`src/rtl/issue_pipe_buf_pkg.sv`:
```
// Shared types for the per-FU issue buffer: the issued uop format and the
// ROB age helper used to decide which uops a branch recovery kills.
package issue_pipe_buf_pkg;

  localparam int ROB_W  = 5;
  localparam int PHYS_W = 6;
  localparam int FU_NUM = 4;

  typedef enum logic [1:0] {
    FU_ALU   = 2'd0,
    FU_BRU   = 2'd1,
    FU_STORE = 2'd2,
    FU_LOAD  = 2'd3
  } fu_type_e;

  typedef struct packed {
    logic [ROB_W-1:0]  rob_idx;
    logic [PHYS_W-1:0] prs1;
    logic [PHYS_W-1:0] prs2;
    logic [PHYS_W-1:0] prd;
    logic [1:0]        br_epoch;
    logic [7:0]        opcode;
    fu_type_e          fu;
  } rs_uop_t;

  // Distance from the ROB head; larger means younger.
  function automatic logic [ROB_W-1:0] rob_age(input logic [ROB_W-1:0] idx,
                                               input logic [ROB_W-1:0] head);
    return idx - head;
  endfunction

endpackage

```
`src/rtl/issue_chan_buf.sv`:
```
// One issue channel: an in-order buffer of DEPTH uops with selective kill and
// in-order compaction, optional zero-latency bypass, and PRF read address drive.
module issue_chan_buf
  import issue_pipe_buf_pkg::*;
#(
  parameter int DEPTH  = 2,
  parameter bit BYPASS = 1'b0,
  localparam int CNT_W = $clog2(DEPTH + 1)
) (
  input  logic              clk,
  input  logic              rst_n,
  input  logic              flush_valid,
  input  logic              recover_valid,
  input  logic [ROB_W-1:0]  recover_rob_idx,
  input  logic [ROB_W-1:0]  rob_head_idx,
  input  logic              issue_valid,
  output logic              issue_ready,
  input  rs_uop_t           issue_uop,
  output logic              fu_req_valid,
  input  logic              fu_req_ready,
  output rs_uop_t           fu_req_uop,
  output logic [PHYS_W-1:0] raddr1,
  output logic [PHYS_W-1:0] raddr2,
  output logic [CNT_W-1:0]  occupancy
);

  rs_uop_t          r_slot [DEPTH];
  logic [CNT_W-1:0] r_count;

  logic [ROB_W-1:0] w_br_age;
  logic [DEPTH-1:0] w_kill;
  logic [DEPTH-1:0] w_kill_sh;
  logic [DEPTH-1:0] w_valid_sh;
  rs_uop_t          w_shift [DEPTH];
  rs_uop_t          w_slot_next [DEPTH];
  logic [CNT_W-1:0] w_count_sh;
  logic [CNT_W-1:0] w_count_next;
  logic             w_push_kill;
  logic             w_empty;
  logic             w_bypass_path;
  logic             w_pop;
  logic             w_pop_slot;
  logic             w_push;
  logic             w_push_store;

  assign w_br_age      = rob_age(recover_rob_idx, rob_head_idx);
  assign w_push_kill   = recover_valid && (rob_age(issue_uop.rob_idx, rob_head_idx) > w_br_age);
  assign w_empty       = (r_count == '0);
  assign w_bypass_path = BYPASS && w_empty;

  // Slots as they look after an optional pop, with their kill flags carried along.
  generate
    for (genvar gi = 0; gi < DEPTH; gi++) begin : g_slot
      assign w_kill[gi] = recover_valid &&
                          (rob_age(r_slot[gi].rob_idx, rob_head_idx) > w_br_age);
      if (gi < DEPTH - 1) begin : g_mid
        assign w_shift[gi]   = w_pop_slot ? r_slot[gi+1] : r_slot[gi];
        assign w_kill_sh[gi] = w_pop_slot ? w_kill[gi+1] : w_kill[gi];
      end else begin : g_last
        assign w_shift[gi]   = r_slot[gi];
        assign w_kill_sh[gi] = w_kill[gi];
      end
      assign w_valid_sh[gi] = (CNT_W'(gi) < w_count_sh) && !w_kill_sh[gi];
    end
  endgenerate

  always_comb begin
    fu_req_valid = 1'b0;
    if (flush_valid) begin
      fu_req_valid = 1'b0;
    end else if (w_empty) begin
      fu_req_valid = BYPASS && rst_n && issue_valid && !w_push_kill;
    end else begin
      fu_req_valid = !w_kill[0];
    end
  end

  assign fu_req_uop  = w_bypass_path ? issue_uop : r_slot[0];
  assign w_pop       = fu_req_valid && fu_req_ready;
  assign w_pop_slot  = w_pop && !w_empty;
  assign issue_ready = (r_count < CNT_W'(DEPTH)) || w_pop;
  assign w_push      = issue_valid && issue_ready && !flush_valid;
  // A bypassed uop that the FU takes right away is never stored.
  assign w_push_store = w_push && !w_push_kill && !(w_empty && w_pop);
  assign w_count_sh   = r_count - CNT_W'(w_pop_slot);

  always_comb begin
    int unsigned pos;
    pos         = 0;
    w_slot_next = r_slot;
    for (int j = 0; j < DEPTH; j++) begin
      if (w_valid_sh[j]) begin
        w_slot_next[pos] = w_shift[j];
        pos++;
      end
    end
    if (w_push_store && (pos < DEPTH)) begin
      w_slot_next[pos] = issue_uop;
    end
    w_count_next = flush_valid ? '0 : (CNT_W'(pos) + CNT_W'(w_push_store));
  end

  always_ff @(posedge clk or negedge rst_n) begin
    if (!rst_n) begin
      r_count <= '0;
    end else begin
      r_count <= w_count_next;
    end
  end

  always_ff @(posedge clk) begin
    r_slot <= w_slot_next;
  end

  assign raddr1    = fu_req_valid ? fu_req_uop.prs1 : '0;
  assign raddr2    = fu_req_valid ? fu_req_uop.prs2 : '0;
  assign occupancy = r_count;

endmodule

```
`src/rtl/issue_pipe_buf.sv`:
```
// Issue buffer between the reservation station and the functional units:
// one independent channel per FU, plus a global busy indication.
module issue_pipe_buf
  import issue_pipe_buf_pkg::*;
#(
  parameter int FU_CNT = FU_NUM,
  parameter int DEPTH  = 2,
  parameter bit BYPASS = 1'b0,
  localparam int CNT_W = $clog2(DEPTH + 1)
) (
  input  logic                           clk,
  input  logic                           rst_n,
  input  logic [FU_CNT-1:0]              issue_valid,
  output logic [FU_CNT-1:0]              issue_ready,
  input  rs_uop_t [FU_CNT-1:0]           issue_uop,
  output logic [FU_CNT-1:0]              fu_req_valid,
  input  logic [FU_CNT-1:0]              fu_req_ready,
  output rs_uop_t [FU_CNT-1:0]           fu_req_uop,
  output logic [FU_CNT-1:0][PHYS_W-1:0]  raddr1,
  output logic [FU_CNT-1:0][PHYS_W-1:0]  raddr2,
  input  logic                           flush_valid,
  input  logic                           recover_valid,
  input  logic [ROB_W-1:0]               recover_rob_idx,
  input  logic [ROB_W-1:0]               rob_head_idx,
  output logic [FU_CNT-1:0][CNT_W-1:0]   occupancy,
  output logic                           busy
);

  logic [FU_CNT-1:0] w_nonempty;

  generate
    for (genvar gi = 0; gi < FU_CNT; gi++) begin : g_chan
      issue_chan_buf #(
        .DEPTH  (DEPTH),
        .BYPASS (BYPASS)
      ) u_chan (
        .clk             (clk),
        .rst_n           (rst_n),
        .flush_valid     (flush_valid),
        .recover_valid   (recover_valid),
        .recover_rob_idx (recover_rob_idx),
        .rob_head_idx    (rob_head_idx),
        .issue_valid     (issue_valid[gi]),
        .issue_ready     (issue_ready[gi]),
        .issue_uop       (issue_uop[gi]),
        .fu_req_valid    (fu_req_valid[gi]),
        .fu_req_ready    (fu_req_ready[gi]),
        .fu_req_uop      (fu_req_uop[gi]),
        .raddr1          (raddr1[gi]),
        .raddr2          (raddr2[gi]),
        .occupancy       (occupancy[gi])
      );
      assign w_nonempty[gi] = |occupancy[gi];
    end
  endgenerate

  assign busy = |w_nonempty;

endmodule
```
`config.mk`:
```
export PLATFORM = sky130hd
export DESIGN_NAME = issue_pipe_buf
export DESIGN_NICKNAME = d
export VERILOG_FILES = /design/src/rtl/issue_pipe_buf_pkg.sv /design/src/rtl/issue_chan_buf.sv /design/src/rtl/issue_pipe_buf.sv
export SDC_FILE = /design/constraint.sdc
export NUM_CORES = 1
export LEC_CHECK = 0
export BUFFER_PORTS_ARGS = -buffer_cell sky130_fd_sc_hd__buf_4
export CAP_MARGIN = 20
export CORE_MARGIN = 5
export CORE_UTILIZATION = 50
export DETAILED_ROUTE_END_ITERATION = 7
export PLACE_DENSITY = 0.81
export SYNTH_ARGS = -nofsm -noshare
export SYNTH_HDL_FRONTEND = slang
export SYNTH_SLANG_ARGS = --single-unit
```
`constraint.sdc`:
```
create_clock -name clk -period 13.1 [get_ports clk]
set_input_delay 0.655 -clock clk [delete_from_list [all_inputs] [get_ports clk]]
set_output_delay 0.655 -clock clk [all_outputs]
set_load 0.005 [all_outputs]
```
=== Yosys cells after proc, flatten, opt, wreduce, memory -nomap -nowiden ===
Index checks and enable logic that the tools add are counted.

* Output and inout port bits: 205
* Input port bits: 162
* Word-level logic and storage cells: 303
* Register bits after elaboration: 288

* Add/sub/neg operators: 25
* Bitwise operators: 8
* Muxes and demuxes: 72
* $lt $le $gt $ge: 44
* Reductions and logical operators: 94

{| class="wikitable"
|+ Operators with widths
! kind !! count
|-
| $bwmux W70 || 8
|-
| $mux W35 || 16
|-
| $mux W70 || 8
|-
| $demux W35 S1 || 8
|-
| $ge A33 B2 Y1 const B || 8
|-
| $lt A33 B1 Y1 const B || 8
|-
| $not A1 Y33 || 4
|-
| $not A32 Y33 || 4
|-
| $lt A32 B2 Y1 const B || 4
|-
| $mux W32 || 4
|-
| $sub A5 B5 Y5 || 13
|-
| $gt A5 B5 Y1 || 12
|-
| $logic_and A1 B1 Y1 || 60
|-
| $mux W6 || 8
|-
| $logic_not A1 Y1 || 25
|-
| $lt A1 B2 Y1 const A || 8
|-
| $mux W1 || 16
|-
| $add A1 B1 Y2 const B || 4
|-
| $add A2 B1 Y2 || 4
|-
| $logic_not A2 Y1 || 4
|-
| $lt A2 B2 Y1 const B || 4
|-
| $mux W2 || 4
|-
| $reduce_or A8 Y1 || 1
|-
| $sub A2 B1 Y2 || 4
|-
| $logic_or A1 B1 Y1 || 4
|}

=== Logic depth before layout (Yosys ltp) ===
* Depth in word-level cells: 21
* Gate-level depth with buffers: 27
* Depth with buffers taken out: 25

=== Hierarchy ===
From an unflattened synthesis, not the netlist that was laid out.

* Cell total of the unflattened synthesis: 1971
* Area, all modules: 19601.3 um^2

{| class="wikitable"
|+ Modules (own cells, without submodules)
! module !! instances !! cells each !! area an instance (um^2)
|-
| issue_chan_buf at g_chan[0].u_chan ... || 3 || 474 || 4804.6
|-
| issue_chan_buf at g_chan[3].u_chan || 1 || 546 || 5171.2
|-
| issue_pipe_buf || 1 || 3 || 16.3
|}

=== Worst setup path before layout ===
No wires, ideal clock.

* Path kind: input to register
* Start: input port rob_head_idx[1]
* End: register g_chan[0].u_chan.r_slot[0] (netlist bit) (enable)
* Required time: 12.690 ns
* Setup time: 0.410 ns
* Buffers on the path: 3
* Data arrival time: 6.182 ns
* Setup slack: 6.509 ns
* Stages: 19
* Cells stage by stage: inv_1 -> fa_1 -> a21o_1 -> a21oi_1 -> xnor2_1 -> ha_1 -> nand3_1 -> o31ai_1 -> o21ai_1 -> buf_2 -> clkbuf_1 -> nand3_1 -> nor2_1 -> ha_1 -> nand2b_1 -> and3_1 -> ha_1 -> nor4b_2 -> clkbuf_1

* Word-level cells in the longest chain between the ends: 21
* Elaborated cells between the ends (all ways): 52
* Those cells by class: add/sub (6); order compare (10); mux (13); bitwise (2); reduce/logical (21)

{| class="wikitable"
|+ RTL lines
! item !! RTL line !! source
|-
| from (decl) || issue_pipe_buf.sv:24 || <nowiki>input logic [ROB_W-1:0] rob_head_idx,</nowiki>
|-
| $sub A5 B5 Y5 || issue_pipe_buf_pkg.sv:29 || <nowiki>return idx - head;</nowiki>
|-
| $gt A5 B5 Y1 || issue_chan_buf.sv:55 || <nowiki>(rob_age(r_slot[gi].rob_idx, rob_head_idx) > w_br_age);</nowiki>
|-
| $logic_and A1 B1 Y1 || issue_chan_buf.sv:54 || <nowiki>assign w_kill[gi] = recover_valid &&</nowiki>
|-
| $logic_not A1 Y1 || issue_chan_buf.sv:74 || <nowiki>fu_req_valid = !w_kill[0];</nowiki>
|-
| $mux W1 || issue_chan_buf.sv:71 || <nowiki>end else if (w_empty) begin</nowiki>
|-
| $mux W1 || issue_chan_buf.sv:69 || <nowiki>if (flush_valid) begin</nowiki>
|-
| $logic_and A1 B1 Y1 || issue_chan_buf.sv:79 || <nowiki>assign w_pop = fu_req_valid && fu_req_ready;</nowiki>
|-
| $logic_and A1 B1 Y1 || issue_chan_buf.sv:80 || <nowiki>assign w_pop_slot = w_pop && !w_empty;</nowiki>
|-
| (+5 left out) || - ||
|-
| $mux W32, or another cell as far along || issue_chan_buf.sv:92 || <nowiki>if (w_valid_sh[j]) begin</nowiki>
|-
| $not A32 Y33 (not written as such) or $logic_and A1 B1 Y1 (tied branches) || issue_chan_buf.sv:98, issue_chan_buf.sv:93 ||
|-
| $ge A33 B2 Y1 (not written as such), or another cell as far along || issue_chan_buf.sv:98 || <nowiki>w_slot_next[pos] = issue_uop;</nowiki>
|-
| $logic_and A1 B1 Y1 (not written as such) or $demux W35 S1 (tied branches) || issue_chan_buf.sv:98, issue_chan_buf.sv:93 ||
|-
| $mux W35 (not written as such) or $bwmux W70 (tied branches) || issue_chan_buf.sv:98, issue_chan_buf.sv:93 ||
|-
| $demux W35 S1 or $mux W70 (tied branches) || issue_chan_buf.sv:98, issue_chan_buf.sv:92 ||
|-
| $bwmux W70 || issue_chan_buf.sv:98 ||
|-
| $mux W70 * || issue_chan_buf.sv:97 || <nowiki>if (w_push_store && (pos < DEPTH)) begin</nowiki>
|-
| to (signal assigned) || issue_chan_buf.sv:112 || <nowiki>r_slot <= w_slot_next;</nowiki>
|-
| to (decl) || issue_chan_buf.sv:27 || <nowiki>rs_uop_t r_slot [DEPTH];</nowiki>
|}

Every way passes the cells marked *; elsewhere a longest branch is shown, timed or not.

==> flow_summary_export.csv <==
group,metric,value,unit
global_route,top_usage_layer,"met2",
route,routed_wirelength,45400,um
floorplanning,dieArea,0.0409,mm2
run_status,status,"completed",
cts,clockRootBuffer,"clkbuf_16",
cts,cts.path.max_buffers,3,
timing,period_needed,6.30,ns
pwr,p_clk_share,19.9,%
cts,cts.htree.levels,1,
synth,syn_nets,2154,
timing,worst_pin_slew,1.04,ns
synth,synthFlopType,"edfxtp_1",
timing,timing.final.crit_share,48.1,%
synth,syn_area_per_cell,9.91,um2
global_route,antenna_found_initial,1,
timing,rsz0062_at_grt,"no",
cts,cts_resized,0,
floorplanning,core,0.0365,mm2
pwr,combPwrFrac,46.5,%
floorplanning,ioPinCount,367,
timing,max_freq,0.159,GHz
cts,cts_tree,"built",
place,place.port_buffers,366,
route,drt-pass1-iter-count,5,
worst_setup_path,cp_max_fo,70,
synth,synth_area,0.0185,mm2
synth,ys_seq_area_share,39.1,%
pwr,switching_share,35.6,%
pwr,p_int,2.84,mW
layout,drive_gt1_share,25.7,%
cts,cts_buffers,31,
place,place_area,0.0205,mm2
route,avgViaCountPerCell,5.44,
synth,async_flop_share,2.78,%
cts,clock_latency,0.57,ns
worst_setup_path,worst_ep_arrival_time,6.72,ns
synth,synth_edf_count,140,
synth,netlist_instances,1863,
global_route,gr-usage-all-layers,21.1,%
place,dp.cells,2469,
floorplanning,start_util,50.5,%
floorplanning,die_w,202,um
synth,synth_cell_types,75,
global_route,first_global_vias,13836,
hold_path,hold_class,"input pin to flip-flop",
pwr,p_sw,1.57,mW
synth,ys_top_cells_by_area,"edfxtp_1 (23%), dfxtp_1 (15%), ha_1 (7.6%), buf_4 (6.3%), mux2i_1 (5.8%)",
route,drtIter0Drc,724,
route,ant_nets,0,
layout,area_growth,17.2,%
global_route,grt_use_met3,4.67,%
synth,ys_ff_latch,288,
synth,synth_top_area_share,22.8,%
timing,finalSetupViolCount,0,
floorplanning,dieHeight,202,um
synth,synth_common_cells,"and2_1 (167), buf_4 (155), dfxtp_1 (140), edfxtp_1 (140), inv_1 (135)",
synth,yosys_warnings,0,
pwr,powerDensity,204,mW/mm2
place,place.gp.congestion,0.817,
layout,nNetsFinal,2329,
cts,cts_num_sinks,288,
synth,synth_area_leader_cell,"edfxtp_1",
pwr,peakVddDrop,0.160,mV
worst_setup_path,worst_setup_path_start_kind,"input pin",
cts,clkTransAtPathRegs,0.06,ns
timing,hold_viol,0,
timing,slew_headroom,30.4,%
layout,stdcell_area,0.0216,mm2
route,drc,0,
global_route,grt_pass1_wl,71800,um
global_route,grt_start_max_net_pins,73,
job,cap_violations,0,
global_route,gr-total-overflow,0,
floorplanning,num_rows,70,
global_route,gr-usage-met1,26.3,%
worst_setup_path,cp.required,13.53,ns
synth,yosysMostFrequentCell,"and2_1",
layout,antenna_cells,0,
pwr,seqPwrFrac,33.6,%
layout,fin_cells,2531,
timing,fin_worst_skew,0.0137,ns
timing,finalMaxSlewViolations,0,
cts,post-cts-setup-buffers,0,
route,wire_per_inst,17.9,um
place,hpwl,32300,um
global_route,met2_usage,36.3,%
worst_setup_path,critPathKind,"input pin to flip-flop",
timing,fin_tns_setup,0,ns
worst_setup_path,end_kind,"flip-flop",
route,routed-via-count,13764,
pwr,p_leak,9.78,nW
==> routing by layer <==
layer  up-vias  part of all wire, %
met5         -                0.029
met4         2                  3.7
met3        92                  6.5
met2       414                   48
met1      6541                   42
li1       6715                    -
==> cell families (layout without fill, tap and decap cells) <==
group | after synthesis | count (layout) | share of synthesized area, %
mux | 179 | 179 | 10.8
flops | 288 | 288 | 39.1
fa+ha+maj | 136 | 136 | 9.82
buf+inv | 388 | 588 | 11.4
xor+xnor | 65 | 65 | 3.23
simple gates | 534 | 534 | 15.7
compound gates | 273 | 273 | 9.93
==> layout make-up <==
cell class,instances,area [um2]
repair buffers,393,3040
multi-input cells,1187,9240
inverters,137,514
clock buffers,48,921
flip-flops and latches,288,7210
well taps,468,586
fillers,3045,14900
clock inverters,10,118
==> registers in the layout (all words and copies together) (netlist names) <==
register	flops
g_chan.u_chan.fu_req_uop	140
g_chan.u_chan.r_slot	140
g_chan.u_chan.occupancy	8
==> metrics by stage <==
step | utilization, % | power [mW] | setup slack, ns | hold WS, ns
after floorplan | - | 3.02 | 6.51 | 0.359
after global placement | 56.0 | 3.44 | 6.52 | 0.498
after detailed placement | 56.1 | 3.55 | 6.30 | 0.499
after CTS | 59.0 | 4.45 | 6.89 | 0.303
after global routing | 59.2 | 4.74 | 6.42 | 0.300
final | 59.2 | 4.42 | 6.80 | 0.327
==> timing repair <==
action / 4_1_cts / 5_1_grt
endpoints found under the setup margin: 0 / 0
hold buffers: 1 / 0
hold endpoints to repair: 8 / 0
==> cells in the final DEF (no fill, tap or decap), drive strengths merged, types with 46 or more instances in the layout <==
| cell | netlist | layout |
|---|---|---|
| mux2 | 72 | 72 |
| nor2b | 48 | 48 |
| buf | 183 | 392 |
| mux2i | 107 | 107 |
| inv | 137 | 138 |
| clkbuf | 68 | 48 |
| edfxtp | 140 | 140 |
| nor2 | 133 | 133 |
| nand3 | 46 | 46 |
| dfxtp | 140 | 140 |
| a21oi | 106 | 106 |
| ha | 112 | 112 |
| and2 | 167 | 167 |
==> critical path: stages <==
cell	delay [ns]
buf_4	0.11
inv_1	0.49
ha_1	0.40
a21o_1	0.19
a21oi_1	0.25
xnor2_1	0.11
buf_4	0.21
ha_1	0.32
nand3_1	0.11
o31ai_1	0.48
o21ai_1	0.12
buf_4	0.23
nand3_1	0.12
nor2_1	0.06
ha_1	0.32
nand2b_1	0.05
and3_1	0.20
ha_1	0.25
inv_1	0.07
o2111a_1	0.18
buf_4	0.36
nand3_4	0.77
o311ai_0	0.45
nand3_1	0.13
==> path summary, 6_finish.rpt <==
path,start,end,slack [ns],cells past startpoint
worst max-delay path,rob_head_idx[2],g_chan[0].u_chan.fu_req_uop[15]$_DFF_P_,6.80,24
worst max register to register,g_chan[0].u_chan.fu_req_uop[30]$_DFF_P_,g_chan[0].u_chan.fu_req_uop[15]$_DFF_P_,7.07,24
worst min register to register,g_chan[1].u_chan.r_slot[1]$_DFFE_PP_,g_chan[1].u_chan.fu_req_uop[1]$_DFF_P_,0.54,2
max in group asynchronous,rst_n,g_chan[1].u_chan.occupancy[0]$_DFF_PN0_,12.47,2
min in group asynchronous,rst_n,g_chan[3].u_chan.occupancy[0]$_DFF_PN0_,0.46,2
worst min-delay path,issue_uop[133],g_chan[3].u_chan.fu_req_uop[28]$_DFF_P_,0.33,2
==> power by group through the flow <==
stage	logic, mW	clock network (mW)	registers (mW)
after global routing	2.28	0.939	1.52
after CTS	2.06	0.900	1.49
after global placement	1.95	0	1.49
final	2.05	0.879	1.49
after detailed placement	2.05	0	1.50
after floorplan	1.61	0	1.41
(Power assumes the default switching activity.)
